<file path="src/rtl/int_arb_pkg.sv">
// Shared definitions for the external interrupt request arbiter:
// FSM state encoding, cfg_sel encodings, default vector base and the
// vector-number helper used by the top level.
package int_arb_pkg;

  // Arbiter FSM state encoding (also visible on the debug state output)
  localparam logic [1:0] ST_IDLE = 2'd0;
  localparam logic [1:0] ST_REQ  = 2'd1;
  localparam logic [1:0] ST_BUSY = 2'd2;

  // cfg_sel encodings
  localparam logic CFG_SEL_MASK = 1'b0;  // replace the enable mask in full
  localparam logic CFG_SEL_W1C  = 1'b1;  // clear pending bits written as 1

  // Interrupt number of source 0 unless overridden
  localparam logic [7:0] DEFAULT_VEC_BASE = 8'h20;

  // Width of a source index (up to 32 sources)
  localparam int IDX_W = 5;

  // Interrupt number for a source index, wrapping at 8 bits
  function automatic logic [7:0] vec_num(input logic [7:0] base,
                                         input logic [IDX_W-1:0] idx);
    return base + {3'b000, idx};
  endfunction

endpackage

</file>
<file path="src/rtl/int_prio_pick.sv">
// Combinational priority picker. Searches the candidate vector starting at
// i_start and wrapping around; the first set bit found wins. With i_start
// tied to 0 it degenerates to a plain lowest-index-wins picker.
// The wrap is done without arithmetic: candidates at or above the start
// index are searched first, and only if none exist is the full vector
// searched from index 0.
module int_prio_pick
  import int_arb_pkg::*;
#(
  parameter int NUM_SRC = 16
) (
  input  logic [NUM_SRC-1:0] i_cand,
  input  logic [IDX_W-1:0]   i_start,
  output logic               o_valid,
  output logic [IDX_W-1:0]   o_idx
);

  logic             w_hi_valid;
  logic [IDX_W-1:0] w_hi_idx;
  logic             w_lo_valid;
  logic [IDX_W-1:0] w_lo_idx;

  // Lowest set bit at/above start, and lowest set bit overall
  always_comb begin
    w_hi_valid = 1'b0;
    w_hi_idx   = '0;
    w_lo_valid = 1'b0;
    w_lo_idx   = '0;
    // Descending scan: the last hit assigned is the lowest index
    for (int i = NUM_SRC - 1; i >= 0; i--) begin
      if (i_cand[i]) begin
        w_lo_valid = 1'b1;
        w_lo_idx   = IDX_W'(i);
        if (i >= int'(i_start)) begin
          w_hi_valid = 1'b1;
          w_hi_idx   = IDX_W'(i);
        end
      end
    end
  end

  // Prefer the upper (post-start) region, otherwise wrap to the bottom
  always_comb begin
    o_valid = w_lo_valid;
    o_idx   = w_hi_valid ? w_hi_idx : w_lo_idx;
  end

endmodule

</file>
<file path="src/rtl/int_request_arbiter.sv">
// External interrupt request arbiter.
// Latches rising edges of the irq lines into pending bits, masks them with
// the enable register, and presents one winner at a time to the interrupt
// core. Optional feature: define INT_ARB_RR_EN for round-robin arbitration
// (search starts just after the last accepted source); without it the
// lowest-index candidate wins and no round-robin pointer exists.
//
// Request/accept handshake with the interrupt core:
//   int_sign_external acts as valid and la_ta_ask as ready. While
//   int_sign_external is high, int_num_external is held stable and the
//   winner is never re-arbitrated. A cycle in which int_sign_external=1 and
//   la_ta_ask=1 is the accept: the winner's pending bit clears and the
//   arbiter waits in BUSY until la_ta_ask drops. Before accept, a config
//   write that disables or W1C-clears the winner withdraws the request
//   (int_sign_external drops the next cycle). la_ta_ask high while idle
//   means the core is busy with an internal interrupt; no request is
//   raised until it drops.
module int_request_arbiter
  import int_arb_pkg::*;
#(
  parameter int         NUM_SRC  = 16,
  parameter logic [7:0] VEC_BASE = DEFAULT_VEC_BASE
) (
  input  logic               clk,
  input  logic               rst_n,
  input  logic [NUM_SRC-1:0] irq,
  input  logic               cfg_we,
  input  logic               cfg_sel,
  input  logic [31:0]        cfg_wdata,
  input  logic               la_ta_ask,
  output logic               int_sign_external,
  output logic [7:0]         int_num_external,
  output logic [NUM_SRC-1:0] pending,
  output logic [NUM_SRC-1:0] enable,
  output logic [IDX_W-1:0]   active_id,
  output logic [1:0]         dbg_state
);

  // State registers
  logic [1:0]         r_state;
  logic [IDX_W-1:0]   r_win_idx;
  logic [7:0]         r_num;
  logic [IDX_W-1:0]   r_active_id;
  logic [NUM_SRC-1:0] r_pending;
  logic [NUM_SRC-1:0] r_enable;
  logic [NUM_SRC-1:0] r_irq_prev;
  logic               r_primed;

  // Combinational signals
  logic [1:0]         w_state_nxt;
  logic               w_load_win;
  logic [NUM_SRC-1:0] w_cand;
  logic [NUM_SRC-1:0] w_edge;
  logic [NUM_SRC-1:0] w_win_bit;
  logic [NUM_SRC-1:0] w_w1c_bits;
  logic [NUM_SRC-1:0] w_acc_bits;
  logic               w_cfg_mask_wr;
  logic               w_cfg_w1c_wr;
  logic               w_accept;
  logic               w_withdraw;
  logic               w_pick_valid;
  logic [IDX_W-1:0]   w_pick_idx;
  logic [IDX_W-1:0]   w_start;
  logic               w_cfg_unused;

  // Config data above NUM_SRC-1 has no effect
  assign w_cfg_unused = ^cfg_wdata;

  assign w_cand        = r_pending & r_enable;
  // No edge is reported on the first sampled cycle after reset
  assign w_edge        = irq & ~r_irq_prev & {NUM_SRC{r_primed}};
  assign w_win_bit     = {{(NUM_SRC-1){1'b0}}, 1'b1} << r_win_idx;
  assign w_cfg_mask_wr = cfg_we && (cfg_sel == CFG_SEL_MASK);
  assign w_cfg_w1c_wr  = cfg_we && (cfg_sel == CFG_SEL_W1C);
  assign w_w1c_bits    = w_cfg_w1c_wr ? cfg_wdata[NUM_SRC-1:0] : '0;
  assign w_accept      = (r_state == ST_REQ) && la_ta_ask;
  assign w_acc_bits    = w_accept ? w_win_bit : '0;
  // The winner is taken away by a mask write with its bit 0 or a W1C
  // write with its bit 1
  assign w_withdraw    = (r_state == ST_REQ) &&
                         ((w_cfg_mask_wr && !cfg_wdata[r_win_idx]) ||
                          (w_cfg_w1c_wr  &&  cfg_wdata[r_win_idx]));

`ifdef INT_ARB_RR_EN
  logic [IDX_W-1:0] r_rr_ptr;

  // Round-robin search start: one past the last accepted source
  always_ff @(posedge clk or negedge rst_n) begin
    if (!rst_n) begin
      r_rr_ptr <= IDX_W'(1);
    end else if (w_accept) begin
      r_rr_ptr <= (r_win_idx == IDX_W'(NUM_SRC - 1)) ? '0 : r_win_idx + IDX_W'(1);
    end
  end

  assign w_start = r_rr_ptr;
`else
  assign w_start = '0;
`endif

  int_prio_pick #(
    .NUM_SRC (NUM_SRC)
  ) u_pick (
    .i_cand  (w_cand),
    .i_start (w_start),
    .o_valid (w_pick_valid),
    .o_idx   (w_pick_idx)
  );

  // Next-state logic of the IDLE/REQ/BUSY arbiter FSM
  always_comb begin
    w_state_nxt = r_state;
    w_load_win  = 1'b0;
    case (r_state)
      ST_IDLE: begin
        if (!la_ta_ask && w_pick_valid) begin
          w_state_nxt = ST_REQ;
          w_load_win  = 1'b1;
        end
      end
      ST_REQ: begin
        if (w_accept) begin
          w_state_nxt = ST_BUSY;
        end else if (w_withdraw) begin
          w_state_nxt = ST_IDLE;
        end
      end
      ST_BUSY: begin
        if (!la_ta_ask) begin
          w_state_nxt = ST_IDLE;
        end
      end
      default: w_state_nxt = ST_IDLE;
    endcase
  end

  // FSM state, latched winner/number and last accepted source
  always_ff @(posedge clk or negedge rst_n) begin
    if (!rst_n) begin
      r_state     <= ST_IDLE;
      r_win_idx   <= '0;
      r_num       <= '0;
      r_active_id <= '0;
    end else begin
      r_state <= w_state_nxt;
      if (w_load_win) begin
        r_win_idx <= w_pick_idx;
        r_num     <= vec_num(VEC_BASE, w_pick_idx);
      end
      if (w_accept) begin
        r_active_id <= r_win_idx;
      end
    end
  end

  // Pending bits: clears from accept and W1C first, a new edge wins
  always_ff @(posedge clk or negedge rst_n) begin
    if (!rst_n) begin
      r_pending <= '0;
    end else begin
      r_pending <= (r_pending & ~w_w1c_bits & ~w_acc_bits) | w_edge;
    end
  end

  // Enable mask register, replaced in full by a mask write
  always_ff @(posedge clk or negedge rst_n) begin
    if (!rst_n) begin
      r_enable <= '0;
    end else if (w_cfg_mask_wr) begin
      r_enable <= cfg_wdata[NUM_SRC-1:0];
    end
  end

  // Previous-sample registers for edge detection
  always_ff @(posedge clk or negedge rst_n) begin
    if (!rst_n) begin
      r_irq_prev <= '0;
      r_primed   <= 1'b0;
    end else begin
      r_irq_prev <= irq;
      r_primed   <= 1'b1;
    end
  end

  assign int_sign_external = (r_state == ST_REQ);
  assign int_num_external  = r_num;
  assign pending           = r_pending;
  assign enable            = r_enable;
  assign active_id         = r_active_id;
  assign dbg_state         = r_state;

endmodule

</file>
<file path="config.mk">
export PLATFORM = sky130hd
export DESIGN_NAME = int_request_arbiter
export DESIGN_NICKNAME = d
export VERILOG_FILES = /design/src/rtl/int_arb_pkg.sv /design/src/rtl/int_prio_pick.sv /design/src/rtl/int_request_arbiter.sv
export SDC_FILE = /design/constraint.sdc
export NUM_CORES = 1
export LEC_CHECK = 0
export CAP_MARGIN = 0
export CORE_MARGIN = 5
export CORE_UTILIZATION = 44
export CTS_CLUSTER_SIZE = 28
export DETAILED_ROUTE_END_ITERATION = 8
export PLACE_DENSITY = 0.8
export SLEW_MARGIN = 10
export SYNTH_ARGS = -nofsm -noshare
export SYNTH_HDL_FRONTEND = slang
export SYNTH_SLANG_ARGS = --single-unit
</file>
<file path="constraint.sdc">
create_clock -name clk -period 2.6 [get_ports clk]
set_input_delay 0.52 -clock clk [delete_from_list [all_inputs] [get_ports clk]]
set_output_delay 0.52 -clock clk [all_outputs]
set_load 0.01 [all_outputs]
</file>
======== Yosys cells after proc, flatten, opt, wreduce, memory -nomap -nowiden ========
Cells that the tools add are included.
storage, ports and cells
  output and inout port bits .............. 48
  input port bits ......................... 53
  register bits after elaboration ......... 69
  logic and storage cells ................. 81
cells by class
  shifts and indexed selects .............. 1
  mux-type cells .......................... 43
  $lt $le $gt $ge ......................... 1
  $add $sub $neg .......................... 1
  reductions and logical operators ........ 12
  eq/ne operators ......................... 5
  bitwise operators ....................... 10
operators with widths
  operator              count
  $and 16x16->16        5
  $mux 4                16
  $not 16->16           3
  $mux 16               2
  $mux 1                19
  $or 16x16->16         1
  $shl 1x5->16 const A  1
  $mux 2                4
  $add 6x5->7 const A   1
  $logic_and 1x1->1     7
  $lt 5x6->1 const B    1
  $pmux 2 s3            1
  $bmux 1 s5            1
  $ne 2x2->1 const B    2
  $ne 3x1->1 const B    1
  $reduce_and 3->1      1
  $eq 2x1->1 const B    1
  $eq 2x2->1 const B    1
  $logic_not 1->1       2
  $logic_not 2->1       1
  $logic_or 1x1->1      1
  $not 1->1             1

======== Depth between registers and ports, before layout ========
Gate-level depths: netlist of the first run.
  depth after elaboration ................. 20
  mapped depth ............................ 6
  depth with buffers taken out ............ 5

======== Cells and area by module ========
Synthesis of the first run repeated with hierarchy kept, for this count alone.
second synthesis, totals
  cells, all modules ...................... 339
  area total of the unflattened synthesis .. 3502.1 um^2
by module, submodules not included
  module               area an instance (um^2)  sequential area each (um^2)  cells an instance  instances
  int_request_arbiter  2841.5                   1551.5                       228                1
  int_prio_pick        660.6                    0.0                          111                1

======== Least setup slack after synthesis of the first run ========
Ideal clock, no wire load.
  path type ............................... register to register
  start ................................... register r_win_idx[0]
  end ..................................... register r_state[0] (netlist: dbg_state[0])
  setup slack ............................. 0.675 ns
  period minus slack after synthesis ...... 1.925 ns
  data required time ...................... 2.464 ns
  arrival ................................. 1.789 ns
  buffers on the path ..................... 1
  library setup time ...................... 0.136 ns
  cell stages (with the launch flop) ...... 6
  cell sequence ........................... dfrtp_1 > buf_6 > mux4_2 > mux4_2 > xnor2_1 > a31oi_1
between the ends
  cells in the longest elaborated chain, start to end .. 8
  elaborated cells on any way between the ends .. 9
  those cells by class .................... 1 x eq/ne; 2 x mux; 6 x reduce/logical
RTL lines
  what                                   line                                                  RTL
  start, declared                        int_request_arbiter.sv:41                             logic [IDX_W-1:0] r_win_idx;
  start signal, assigned                 int_request_arbiter.sv:147                            r_win_idx <= w_pick_idx;
  $bmux 1 s5 (*)                         int_request_arbiter.sv:81, int_request_arbiter.sv:82
  $mux 1 (not written as such) (*)       int_request_arbiter.sv:81, int_request_arbiter.sv:82
  $logic_not 1->1                        int_request_arbiter.sv:81                             ((w_cfg_mask_wr && !cfg_wdata[r_win_idx]) ||
  $logic_and 1x1->1                      int_request_arbiter.sv:81
  $logic_or 1x1->1 (*)                   int_request_arbiter.sv:81
  $logic_and 1x1->1 (*)                  int_request_arbiter.sv:80                             assign w_withdraw = (r_state == ST_REQ) &&
  $ne 3x1->1 (no source line) (*)        -
  $reduce_and 3->1 (no source line) (*)  -
  end signal, assigned                   int_request_arbiter.sv:145                            r_state <= w_state_nxt;
  end, declared                          int_request_arbiter.sv:40                             logic [1:0] r_state;
Mark *: on every way between the ends. The rest lies on a longest branch, timed or not. The select of a mux whose other input is x is not followed.
A chain may end at the register's enable or synchronous reset.

==> impl_table.tex, run 1 <==
\begin{tabular}{lr}
\hline
Metric & Value \\
\hline
\multicolumn{2}{l}{\textbf{Routing}} \\
\quad Detail-routed net length per standard cell & 18.0 µm \\
\quad Final wirelength & between 7 and 8 mm \\
\quad Vias post-DR & 2179 \\
\quad Post-DRT Antenna Nets & 0 \\
\quad Violation count after the first detailed-routing iteration & approximately 190 \\
\quad Number of vias per cell & 5.56 \\
\quad DRC errors left & 0 \\
\quad First drt pass iteration count & 4 \\
\multicolumn{2}{l}{\textbf{STA}} \\
\quad Number of failing setup endpoints in the final timing report & 0 \\
\quad Worst slew pin tran & 0.620 ns \\
\quad Post-route clock period utilization & 0.832 \\
\quad Count of final max-slew check failures & 0 \\
\quad Worst hold slack across all endpoints & 0.167 ns \\
\quad Total negative slack for setup checks & 0 ns \\
\quad Setup repair after global routing missed its margin & no \\
\quad Worst Slack Setup Final & 0.438 ns \\
\quad Max-slew headroom at the worst pin & 0.587 \\
\quad Final Hold Viols & 0 \\
\quad Fin Clk Skew & 0.00468 ns \\
\quad Min Clock Period, post-route & 2.16 ns \\
\quad Achievable Freq & 0.463 GHz \\
\multicolumn{2}{l}{\textbf{Clocking}} \\
\quad Post-CTS Hold Fix Bufs & 0 \\
\quad Sinks on the clock net & 60 \\
\quad Number of levels the H-tree was split into & 3 \\
\quad Num CTS Buffers & 9 \\
\quad Clk\_lat worst skew & 0.33 ns \\
\quad Root buffer selected by CTS & sky130\_fd\_sc\_hd\_\_clkbuf\_8 \\
\quad Buffers inserted during post-CTS setup optimization & 0 \\
\quad Register clock-pin slew on the reported worst setup and hold paths & 0.06 ns \\
\quad Number of buffers on the longest clock path & 2 \\
\quad Number of resized instances in the post-cts repair step & 0 \\
\quad Clock tree from TritonCTS & done \\
\multicolumn{2}{l}{\textbf{Critical path}} \\
\quad Critical path startpoint category & flip-flop \\
\quad CP max FO & 14 \\
\quad Worst setup EP type & primary output \\
\quad Critical Setup Path Class & reg -> out \\
\quad Worst r2r dst & dbg\_state[0]\$\_DFFE\_PN0P\_ \\
\quad Slowest library cell on the worst path & sky130\_fd\_sc\_hd\_\_dfrtp\_1 \\
\quad Worst reg-to-reg setup slack & 0.44 ns \\
\quad Category of cells accounting for the largest share of critical-path delay & flip-flops \\
\quad Cell-by-cell listing of the critical path & clkdlybuf4s50\_1 \\
\quad Worst R2R Path Depth & 4 \\
\quad Logic depth of the worst setup path including buffers & 1 \\
\quad Crit Reg-Reg Startpoint & r\_win\_idx[0]\$\_DFFE\_PN0P\_ \\
\quad Data arrival at the endpoint of the critical path & 1.64 ns \\
\quad Critical path buffer and inverter count & 1 \\
\quad Capturing instance or port of the critical path & int\_num\_external[0] \\
\quad Highest cell delay on the worst timing path & 0.66 ns \\
\quad Worst EP required & 2.08 ns \\
\quad Worst setup path startpoint & r\_win\_idx[0]\$\_DFFE\_PN0P\_ \\
\multicolumn{2}{l}{\textbf{Synth}} \\
\quad Largest family of logic cells by synthesized area & simple AND/OR/NAND/NOR gates \\
\quad Distinct cell type count after synthesis & 35 \\
\quad Count of flip-flops with a built-in enable after synthesis & 0 \\
\quad Dominant cell type by area after synthesis & sky130\_fd\_sc\_hd\_\_dfrtp\_1 \\
\quad Post-synthesis compound-gate area fraction & 0.136 \\
\quad Ranking of synthesized cells by instance count & sky130\_fd\_sc\_hd\_\_dfrtp\_1, sky130\_fd\_sc\_hd\_\_nand2\_1, sky130\_fd\_sc\_hd\_\_mux2\_2, sky130\_fd\_sc\_hd\_\_nand3b\_1, sky130\_fd\_sc\_hd\_\_o211ai\_1 \\
\quad Number of synthesis warnings & 0 \\
\quad Synth Register Bits & 60 \\
\quad Synth top area cells & sky130\_fd\_sc\_hd\_\_dfrtp\_1, sky130\_fd\_sc\_hd\_\_mux2\_2, sky130\_fd\_sc\_hd\_\_nand2\_1 \\
\quad Average footprint of a synthesized cell & 11.8 µm² \\
\quad Dominant cell by count in the synthesized netlist & sky130\_fd\_sc\_hd\_\_dfrtp\_1 \\
\quad Fraction of the mapped netlist area in adder cells & 0 \\
\quad Share of the synthesized area in the top cell type & 0.559 \\
\quad Share of synthesized area spent on multiplexers & 0.130 \\
\quad Cell count after synthesis & 228 \\
\quad Fraction of registers with async set/reset & 1.00 \\
\quad Xor/xnor cell area share of the yosys netlist & 0.00326 \\
\quad Cell area after synthesis & 2690 µm² \\
\quad Sequential element share of the synthesized area & 0.559 \\
\quad Prevailing post-synth register cell & sky130\_fd\_sc\_hd\_\_dfrtp\_1 \\
\quad Synth Area in Simple Gates & 0.143 \\
\multicolumn{2}{l}{\textbf{Power and ir drop}} \\
\quad Pwr per Cell Area & 852 nW/µm² \\
\quad Max VDD drop & 0.465 mV \\
\quad Static Leak & 1.51 nW \\
\multicolumn{2}{l}{\textbf{Global route}} \\
\quad Pin count of the biggest net entering global routing & 39 \\
\quad Initial antenna violation count & 0 \\
\quad Via count of the first global-routing pass & 2263 \\
\quad Global-route wire length before repair & 11.4 mm \\
\quad Aggregate global-route resource usage & 0.197 \\
\quad Grt total ovfl & 0 \\
\multicolumn{2}{l}{\textbf{Die}} \\
\quad Top Ports & approximately 100 \\
\quad Site Rows & 28 \\
\quad Core Box Area & $\sim$5900 µm² \\
\quad Die area & $\sim$7800 µm² \\
\quad Initial cell density of the core & 0.454 \\
\quad Die outline height & 88.2 µm \\
\quad Horizontal extent of the die & 88.2 µm \\
\multicolumn{2}{l}{\textbf{Layout}} \\
\quad Relative area change from synthesis to final layout & 38.9\% \\
\quad Number of inserted filler cells in the final layout & between 400 and 500 \\
\quad Layout cells sized above 1 & 0.123 \\
\quad Final net count & between 300 and 400 \\
\quad Share of the core filled with cells in the final layout & 0.630 \\
\quad Cell area after layout & about 3700 µm² \\
\quad Number of antenna cells inserted & 0 \\
\multicolumn{2}{l}{\textbf{Placement}} \\
\quad Routability-driven placement congestion ratio & 0.885 \\
\quad Number of I/O port buffers & 80 \\
\quad Place WS & 0.203 ns \\
\quad Area post-placement & approximately 3500 µm² \\
\quad Sum of net half-perimeters after detailed placement & 5.32 mm \\
\multicolumn{2}{l}{\textbf{Worst hold path}} \\
\quad Class of the most critical hold timing path & in -> async \\
\multicolumn{2}{l}{\textbf{Status}} \\
\quad Status & completed \\
\multicolumn{2}{l}{\textbf{Flow run}} \\
\quad Maximum Capacitance Violations & 0 \\
\hline
\end{tabular}
[stage by stage]
| step | std cells | total power, mW |
|---|---|---|
| 6_report | 392 | 3.18 |
| 2_1_floorplan | 231 | 1.84 |
| 3_5_place_dp | 376 | 2.41 |
| 4_1_cts | 392 | 3.20 |
| 5_1_grt | 392 | 3.36 |
| 3_3_place_gp | 376 | 2.39 |
[metal layers]
layer / vias up / track usage / part of all wire
li1: 1013 / - / -
met1: 1057 / 0.248 / 0.41
met2: 95 / 0.316 / 0.50
met3: 14 / 0.0470 / 0.073
met4: 0 / 0.100 / 0.023
met5: - / 0 / 0
[state kept, by name, summed over array words and instances (netlist names)]
name,cells
r_irq_prev,16
r_primed,1
int_num_external,2
r_win_idx,3
dbg_state,2
enable,16
pending,16
active_id,4
[cell type report]
cell class / instances / area [µm²] / area share
Sequential cell: 60 / 1500 / 0.402
Clock inverter: 5 / 52.6 / 0.0141
Tap cell: 75 / 93.8 / 0.0251
Multi-Input combinational cell: 158 / 1130 / 0.302
Timing Repair Buffer: 82 / 823 / 0.221
Clock buffer: 11 / 131 / 0.0352
Inverter: 1 / 3.75 / 0.00101
[placed cells by master (no fill, tap or decap), types with 2 or more instances in the layout]
master / netlist / routed
sky130_fd_sc_hd__a21boi_0: 2 / 2
sky130_fd_sc_hd__a21oi_1: 4 / 4
sky130_fd_sc_hd__a221oi_1: 2 / 2
sky130_fd_sc_hd__a22o_1: 4 / 4
sky130_fd_sc_hd__a22oi_1: 6 / 6
sky130_fd_sc_hd__a31oi_1: 2 / 2
sky130_fd_sc_hd__a32o_1: 2 / 2
sky130_fd_sc_hd__clkbuf_1: 7 / 2
sky130_fd_sc_hd__clkbuf_8: 0 / 9
sky130_fd_sc_hd__clkdlybuf4s50_1: 0 / 79
sky130_fd_sc_hd__clkinv_2: 0 / 3
sky130_fd_sc_hd__conb_1: 2 / 5
sky130_fd_sc_hd__dfrtp_1: 60 / 60
sky130_fd_sc_hd__mux2_2: 20 / 20
sky130_fd_sc_hd__mux4_1: 3 / 3
sky130_fd_sc_hd__mux4_2: 2 / 2
sky130_fd_sc_hd__nand2_1: 46 / 46
sky130_fd_sc_hd__nand2b_1: 2 / 2
sky130_fd_sc_hd__nand3b_1: 16 / 16
sky130_fd_sc_hd__nand4_1: 2 / 2
sky130_fd_sc_hd__nor2_1: 3 / 3
sky130_fd_sc_hd__nor2b_1: 3 / 3
sky130_fd_sc_hd__o211ai_1: 13 / 13
sky130_fd_sc_hd__o21ai_0: 5 / 5
sky130_fd_sc_hd__o311ai_0: 4 / 4
sky130_fd_sc_hd__o31ai_1: 3 / 3
[worst min path at each step]
stage	to	slack [ns]	cells after the start
detailed placement	pending[14]$_DFF_PN0_	0.43	1
CTS	pending[13]$_DFF_PN0_	0.17	1
global route	pending[13]$_DFF_PN0_	0.20	1
finish	r_irq_prev[0]$_DFF_PN0_	0.17	1
floorplan	active_id[0]$_DFFE_PN0P_	0.22	0
global placement	pending[14]$_DFF_PN0_	0.42	1
[cell families (layout without fill, tap and decap cells)]
kind of cell	count (synthesis)	in the layout
XOR/XNOR	1	1
flip-flops	60	60
buffers and inverters	13	99
AO/OA/AOI/OAI	50	50
AND/OR/NAND/NOR	77	77
other	2	5
multiplexers	25	25
[where the power goes]
group,switching [mW],total (mW),leakage [nW],internal [mW]
Clock,0.350,0.788,0.0931,0.438
Combinational,0.429,1.03,0.714,0.602
Sequential,0.256,1.36,0.706,1.11
Note: power is estimated with default switching activity, not from simulation.
==> run 2: changes to the inputs <==
CORE_UTILIZATION = 40   (was 44)
PLACE_DENSITY = 0.77   (was 0.8)
clock period = 1.9 ns   (was 2.6 ns; I/O delays follow)
==> impl_table.tex, run 2 (same netlist as run 1, synthesis figures left out) <==
\begin{tabular}{lr}
\hline
Metric & Value \\
\hline
\multicolumn{2}{l}{\textbf{Critical path}} \\
\quad Worst r2r dst & dbg\_state[0]\$\_DFFE\_PN0P\_ \\
\quad CP max FO & 7 (-7) \\
\quad Most frequent cell on the critical path & sky130\_fd\_sc\_hd\_\_mux4\_2 \\
\quad Critical Setup Path Class & reg -> reg \\
\quad Worst reg-to-reg setup slack & 0.04 ns (-0.40 ns) \\
\quad Cell-by-cell listing of the critical path & mux4\_2, mux4\_2, xnor2\_1, a31oi\_1 \\
\quad Slowest library cell on the worst path & sky130\_fd\_sc\_hd\_\_mux4\_2 \\
\quad Highest cell delay on the worst timing path & 0.54 ns (-0.12 ns) \\
\quad Critical path startpoint category & flip-flop \\
\quad Worst setup EP type & flip-flop \\
\quad Crit Reg-Reg Startpoint & r\_win\_idx[0]\$\_DFFE\_PN0P\_ \\
\quad Worst R2R Path Depth & 4 (unchanged) \\
\quad Worst EP required & 2.12 ns (+0.04 ns) \\
\quad Data arrival at the endpoint of the critical path & 2.08 ns (+0.44 ns) \\
\multicolumn{2}{l}{\textbf{Power and ir drop}} \\
\quad Max VDD drop & 0.688 mV (+48\%) \\
\quad Static Leak & 1.67 nW (+11\%) \\
\quad Post-route total power & 4.76 mW (+50\%) \\
\quad Pwr per Cell Area & 1190 nW/µm² (+40\%) \\
\multicolumn{2}{l}{\textbf{Flow run}} \\
\quad Maximum Capacitance Violations & 0 (unchanged) \\
\multicolumn{2}{l}{\textbf{Routing}} \\
\quad Vias post-DR & 2319 (+6.4\%) \\
\quad Violation count after the first detailed-routing iteration & 187 (-2.1\%) \\
\quad Detail-routed net length per standard cell & 17.9 µm (-0.50\%) \\
\quad DRC errors left & 0 (unchanged) \\
\quad Post-DRT Antenna Nets & 0 (unchanged) \\
\quad Final wirelength & 7.57 mm (+7.1\%) \\
\quad First drt pass iteration count & 4 (unchanged) \\
\quad Number of vias per cell & 5.50 (-1.1\%) \\
\multicolumn{2}{l}{\textbf{Global route}} \\
\quad Global-route wire length before repair & 12.3 mm (+8.1\%) \\
\quad Aggregate global-route resource usage & 0.188 (-0.00909) \\
\quad Grt total ovfl & 0 (unchanged) \\
\quad Via count of the first global-routing pass & 2391 (+5.7\%) \\
\quad Initial antenna violation count & 0 (unchanged) \\
\quad Pin count of the biggest net entering global routing & 42 (+7.7\%) \\
\multicolumn{2}{l}{\textbf{Layout}} \\
\quad Number of antenna cells inserted & 0 (unchanged) \\
\quad Final net count & 393 (+7.7\%) \\
\quad Relative area change from synthesis to final layout & 48.2\% \\
\quad Cell Count, Final, Fillers Out & 422 (+7.7\%) \\
\quad Most used cells in the layout excluding fill and tap cells & sky130\_fd\_sc\_hd\_\_clkdlybuf4s50\_1, sky130\_fd\_sc\_hd\_\_dfrtp\_1, sky130\_fd\_sc\_hd\_\_nand2\_1 \\
\quad Leading cell type in the layout, fill and taps excluded & sky130\_fd\_sc\_hd\_\_clkdlybuf4s50\_1 \\
\quad Layout cells sized above 1 & 0.214 (+0.0915) \\
\multicolumn{2}{l}{\textbf{Clocking}} \\
\quad Root buffer selected by CTS & sky130\_fd\_sc\_hd\_\_clkbuf\_8 \\
\quad Clock tree from TritonCTS & done \\
\quad Number of levels the H-tree was split into & 3 (unchanged) \\
\quad Clk\_lat worst skew & 0.34 ns (about the same) \\
\quad Number of buffers on the longest clock path & 2 (unchanged) \\
\quad Sinks on the clock net & 60 (unchanged) \\
\quad Register clock-pin slew on the reported worst setup and hold paths & 0.07 ns (about the same) \\
\quad Num CTS Buffers & 9 (unchanged) \\
\multicolumn{2}{l}{\textbf{Status}} \\
\quad Status & completed \\
\multicolumn{2}{l}{\textbf{Worst hold path}} \\
\quad Worst Hold End & pending[14]\$\_DFF\_PN0\_ \\
\quad Hold Crit Start & r\_irq\_prev[14]\$\_DFF\_PN0\_ \\
\quad Class of the most critical hold timing path & reg -> reg \\
\quad Cell depth of the worst min-delay path & 1 \\
\multicolumn{2}{l}{\textbf{STA}} \\
\quad Achievable Freq & roughly 0.54 GHz \\
\quad Number of failing setup endpoints in the final timing report & 0 (unchanged) \\
\quad Post-route clock period utilization & 0.978 \\
\quad Setup repair after global routing missed its margin & yes \\
\quad Min Clock Period, post-route & roughly 1.9 ns \\
\quad Final Hold Viols & 0 (unchanged) \\
\quad Max-slew headroom at the worst pin & 0.646 (+0.0595) \\
\quad Fin Clk Skew & 0.00499 ns (+0.000305 ns) \\
\quad Worst slew pin tran & 0.531 ns (-0.0893 ns) \\
\quad Count of final max-slew check failures & 0 (unchanged) \\
\multicolumn{2}{l}{\textbf{Placement}} \\
\quad Sum of net half-perimeters after detailed placement & 5.71 mm (+7.4\%) \\
\quad Placed Instances & 402 (+6.9\%) \\
\quad Routability-driven placement congestion ratio & 0.875 (-1.1\%) \\
\quad Number of I/O port buffers & 80 (unchanged) \\
\multicolumn{2}{l}{\textbf{Die}} \\
\quad Die outline height & 92.0 µm (+4.3\%) \\
\quad Top Ports & 101 (unchanged) \\
\quad Site Rows & 29 (+3.6\%) \\
\quad Initial cell density of the core & 0.416 (-0.0378) \\
\quad Die area & 8460 µm² (+8.8\%) \\
\quad Core Box Area & 6460 µm² (+9.1\%) \\
\quad Horizontal extent of the die & 92.0 µm (+4.3\%) \\
\hline
\end{tabular}
## run 2: timing repair
action	in CTS	in global routing
hold buffers	1	0
pin swaps	0	1
buffers inserted	3	0
endpoints found under the hold margin	7	0
setup endpoints to repair	4	2
gates resized for setup	6	1
## run 2: worst max-delay path by stage
stage | depth (start not counted) | end | from
detailed placement | 5 | dbg_state[0]$_DFFE_PN0P_ | cfg_wdata[7]
global placement | 5 | dbg_state[0]$_DFFE_PN0P_ | cfg_wdata[5]
floorplan | 5 | dbg_state[0]$_DFFE_PN0P_ | r_win_idx[0]$_DFFE_PN0P_
finish | 4 | dbg_state[0]$_DFFE_PN0P_ | r_win_idx[0]$_DFFE_PN0P_
CTS | 4 | dbg_state[0]$_DFFE_PN0P_ | r_win_idx[0]$_DFFE_PN0P_
global route | 4 | dbg_state[0]$_DFFE_PN0P_ | r_win_idx[0]$_DFFE_PN0P_
## run 2: cell type report
cell class	count	area (µm²)
Clock buffer	10	138
Clock inverter	6	87.6
Fill cell	524	2470
Inverter	1	3.75
Multi-Input combinational cell	158	1120
Sequential cell	60	1500
Tap cell	77	96.3
Timing Repair Buffer	110	1040
## run 2: critical path, delay by kind of cell (launching register included)
kind	cells	cell delay (ns)
flip-flops	1	0.49
XOR/XNOR	1	0.14
multiplexers	2	1.03
AO/OA/AOI/OAI	1	0.08
## run 2: where the power goes
group          switching (mW)  total (mW)  internal, mW
clock                   0.522        1.30         0.774
combinational           0.667        1.62         0.949
sequential              0.328        1.85          1.52
total                    1.52        4.76          3.24
## run 2: metrics by stage
step           TNS (ns)  hold WS, ns  area (µm²)  setup WS [ns]   util
2_1_floorplan         0       0.0844        2700         0.0379      -
3_3_place_gp     -0.441        0.363        3730         -0.305  0.578
5_1_grt        -0.00612        0.439        3980       -0.00612  0.617
4_1_cts               0        0.431        3980         0.0136  0.616
3_5_place_dp     -0.428        0.370        3730         -0.323  0.578
6_report              0        0.427        3980         0.0413  0.617
## run 2: per-layer routing
layer / track usage / routed length [µm] / up-vias
met5: 0 / 0 / -
met4: 0.0668 / 145 / 0
met3: 0.0646 / 639 / 17
met2: 0.308 / 3760 / 103
met1: 0.230 / 3030 / 1137
li1: - / - / 1062
==> run 3: changes to the inputs <==
MAX_ROUTING_LAYER = met4   (was not set)
==> impl_table.tex, run 3 (same netlist as run 1, synthesis figures left out) <==
\begin{tabular}{lr}
\hline
Metric & Value \\
\hline
\multicolumn{2}{l}{\textbf{Critical path}} \\
\quad Worst setup EP type & flip-flop \\
\quad Worst setup path startpoint & r\_win\_idx[0]\$\_DFFE\_PN0P\_ \\
\quad Critical path startpoint category & flip-flop \\
\quad Category of cells accounting for the largest share of critical-path delay & multiplexers \\
\quad Worst EP required & 2.12 ns (about the same) \\
\quad Critical path buffer and inverter count & 0 (unchanged) \\
\quad Critical Setup Path Class & reg -> reg \\
\quad Most frequent cell on the critical path & sky130\_fd\_sc\_hd\_\_mux4\_2 \\
\quad Highest cell delay on the worst timing path & 0.54 ns (about the same) \\
\quad Data arrival at the endpoint of the critical path & 2.10 ns (+0.02 ns) \\
\quad Crit Reg-Reg Startpoint & r\_win\_idx[0]\$\_DFFE\_PN0P\_ \\
\quad Slowest library cell on the worst path & sky130\_fd\_sc\_hd\_\_mux4\_2 \\
\quad CP max FO & 8 (+1) \\
\quad Cell-by-cell listing of the critical path & mux4\_2, mux4\_2, xnor2\_1, a31oi\_1 \\
\multicolumn{2}{l}{\textbf{Layout}} \\
\quad Number of antenna cells inserted & 0 (unchanged) \\
\quad Most used cells in the layout excluding fill and tap cells & sky130\_fd\_sc\_hd\_\_clkdlybuf4s50\_1, sky130\_fd\_sc\_hd\_\_dfrtp\_1, sky130\_fd\_sc\_hd\_\_nand2\_1 \\
\quad Area of the multi-input gates & 1120 µm² (+0.34\%) \\
\quad Cell Count, Final, Fillers Out & 419 (-0.71\%) \\
\quad Area of all sequential standard cells & 1500 µm² (unchanged) \\
\quad Leading cell type in the layout, fill and taps excluded & sky130\_fd\_sc\_hd\_\_clkdlybuf4s50\_1 \\
\quad Final net count & 391 (-0.51\%) \\
\quad Share of the core filled with cells in the final layout & 0.617 (unchanged) \\
\quad Layout cells sized above 1 & 0.211 (-0.00397) \\
\quad Number of inserted filler cells in the final layout & 533 (+1.7\%) \\
\quad Relative area change from synthesis to final layout & 48.2\% (unchanged) \\
\multicolumn{2}{l}{\textbf{Clocking}} \\
\quad Sinks on the clock net & 60 (unchanged) \\
\quad Num CTS Buffers & 9 (unchanged) \\
\quad Clock tree from TritonCTS & done \\
\quad Clk\_lat worst skew & 0.34 ns (about the same) \\
\quad Root buffer selected by CTS & sky130\_fd\_sc\_hd\_\_clkbuf\_8 \\
\quad Number of levels the H-tree was split into & 3 (unchanged) \\
\quad Register clock-pin slew on the reported worst setup and hold paths & 0.07 ns (about the same) \\
\quad Number of buffers on the longest clock path & 2 (unchanged) \\
\multicolumn{2}{l}{\textbf{Worst hold path}} \\
\quad Class of the most critical hold timing path & in -> async \\
\multicolumn{2}{l}{\textbf{Power and ir drop}} \\
\quad Pwr per Cell Area & 1220 nW/µm² (+1.7\%) \\
\quad Power dissipated by switching net loads & 1.49 mW (-2.1\%) \\
\quad Proportion of total power due to net switching & 0.307 (-0.0120) \\
\quad Static Leak & 1.66 nW (-0.53\%) \\
\quad Max VDD drop & 0.677 mV (-1.5\%) \\
\quad Part of the total power dissipated in the clock network & 0.286 (+0.014) \\
\quad Internal cell power & 3.36 mW (+3.5\%) \\
\quad Sequential share of power & 0.382 (-0.006) \\
\quad Combinational cell fraction of total power & 0.333 (-0.007) \\
\multicolumn{2}{l}{\textbf{STA}} \\
\quad Count of final max-slew check failures & 0 (unchanged) \\
\quad Worst hold slack across all endpoints & 0.0346 ns (-0.392 ns) \\
\quad Number of failing setup endpoints in the final timing report & 0 (unchanged) \\
\quad Post-route clock period utilization & 0.990 (+0.0119) \\
\quad Min Clock Period, post-route & 1.88 ns (+0.0226 ns) \\
\quad Achievable Freq & 0.532 GHz (-1.2\%) \\
\quad Max-slew headroom at the worst pin & 0.649 (+0.00252) \\
\quad Setup repair after global routing missed its margin & yes \\
\quad Worst slew pin tran & 0.527 ns (-0.00379 ns) \\
\quad Final Hold Viols & 0 (unchanged) \\
\quad Fin Clk Skew & 0.00819 ns (+0.00321 ns) \\
\multicolumn{2}{l}{\textbf{Flow run}} \\
\quad Maximum Capacitance Violations & 0 (unchanged) \\
\multicolumn{2}{l}{\textbf{Die}} \\
\quad Core Box Area & 6460 µm² (unchanged) \\
\quad Die outline height & 92.0 µm (unchanged) \\
\quad Initial cell density of the core & 0.416 (unchanged) \\
\quad Site Rows & 29 (unchanged) \\
\quad Top Ports & 101 (unchanged) \\
\quad Die area & 8460 µm² (unchanged) \\
\quad Horizontal extent of the die & 92.0 µm (unchanged) \\
\multicolumn{2}{l}{\textbf{Placement}} \\
\quad Sum of net half-perimeters after detailed placement & 5.56 mm (-2.7\%) \\
\quad Number of I/O port buffers & 80 (unchanged) \\
\quad Routability-driven placement congestion ratio & 0.906 (+3.6\%) \\
\quad Placed Instances & 402 (unchanged) \\
\multicolumn{2}{l}{\textbf{Global route}} \\
\quad Global-route wire length before repair & 12.1 mm (-1.5\%) \\
\quad Pin count of the biggest net entering global routing & 61 (+45\%) \\
\quad Via count of the first global-routing pass & 2435 (+1.8\%) \\
\quad Grt total ovfl & 0 (unchanged) \\
\quad Initial antenna violation count & 0 (unchanged) \\
\quad Aggregate global-route resource usage & 0.190 (+0.00267) \\
\multicolumn{2}{l}{\textbf{Routing}} \\
\quad Final wirelength & 7.56 mm (-0.24\%) \\
\quad Detail-routed net length per standard cell & 18.0 µm (+0.48\%) \\
\quad Post-DRT Antenna Nets & 0 (unchanged) \\
\quad DRC errors left & 0 (unchanged) \\
\quad Number of vias per cell & 5.54 (+0.89\%) \\
\quad Vias post-DR & 2323 (+0.17\%) \\
\quad First drt pass iteration count & 5 (+1) \\
\quad Violation count after the first detailed-routing iteration & 188 (+0.53\%) \\
\multicolumn{2}{l}{\textbf{Status}} \\
\quad Status & completed \\
\hline
\end{tabular}
## run 3: timing repair
item                       in CTS  in global routing
pin swaps                       0                  1
hold buffers                    0                  0
setup endpoints to repair       4                  5
buffers inserted                2                  0
resized for setup               4                  4
## run 3: power groups by stage
stage                     Sequential, mW  Clock, mW  Combinational (mW)
after floorplan                     1.86          0               0.655
after global placement              1.85          0                1.54
after detailed placement            1.86          0                1.57
after CTS                           1.84       1.41                1.61
after global routing                1.88       1.46                1.74
final                               1.85       1.38                1.61
## run 3: routing by layer
metal | vias up | GRT usage | wire length [µm]
met4 | 0 | 0.0854 | 156
met1 | 1157 | 0.226 | 3210
met2 | 94 | 0.302 | 3700
li1 | 1058 | - | -
met5 | - | - | 0
met3 | 14 | 0.0540 | 495
## run 3: cell type report
cell class,instances,area share
clock inverter,4,0.0245
multi-input combinational,158,0.281
inverter,1,0.000942
tap,77,0.0242
sequential,60,0.378
timing repair buffer,108,0.256
clock buffer,11,0.0355
## run 3: worst paths after layout
path                            slack [ns]                       end  cells past startpoint
worst max-delay path                  0.02  dbg_state[0]$_DFFE_PN0P_                      4
worst min-delay path                  0.03    enable[10]$_DFFE_PN0P_                      2
worst max register to register        0.02  dbg_state[0]$_DFFE_PN0P_                      4
worst min register to register        0.45     pending[14]$_DFF_PN0_                      1
max in group asynchronous             1.60  r_win_idx[1]$_DFFE_PN0P_                      2
min in group clk                      0.45     pending[14]$_DFF_PN0_                      1
## run 3: worst register-to-register path, stage by stage (launching register included)
cell                      delay, ns
sky130_fd_sc_hd__dfrtp_2       0.49
sky130_fd_sc_hd__mux4_2        0.54
sky130_fd_sc_hd__mux4_2        0.49
sky130_fd_sc_hd__xnor2_1       0.16
sky130_fd_sc_hd__a31oi_1       0.09
## run 3: stage by stage
step	setup WS, ns	total power [mW]	setup TNS [ns]	instance area, µm²
floorplan	0.0379	2.52	0	2700
global placement	-0.311	3.39	-0.449	3730
detailed placement	-0.334	3.43	-0.425	3730
CTS	-0.0254	4.85	-0.0254	3990
global route	-0.0807	5.09	-0.0807	3980
finish	0.0187	4.84	0	3980
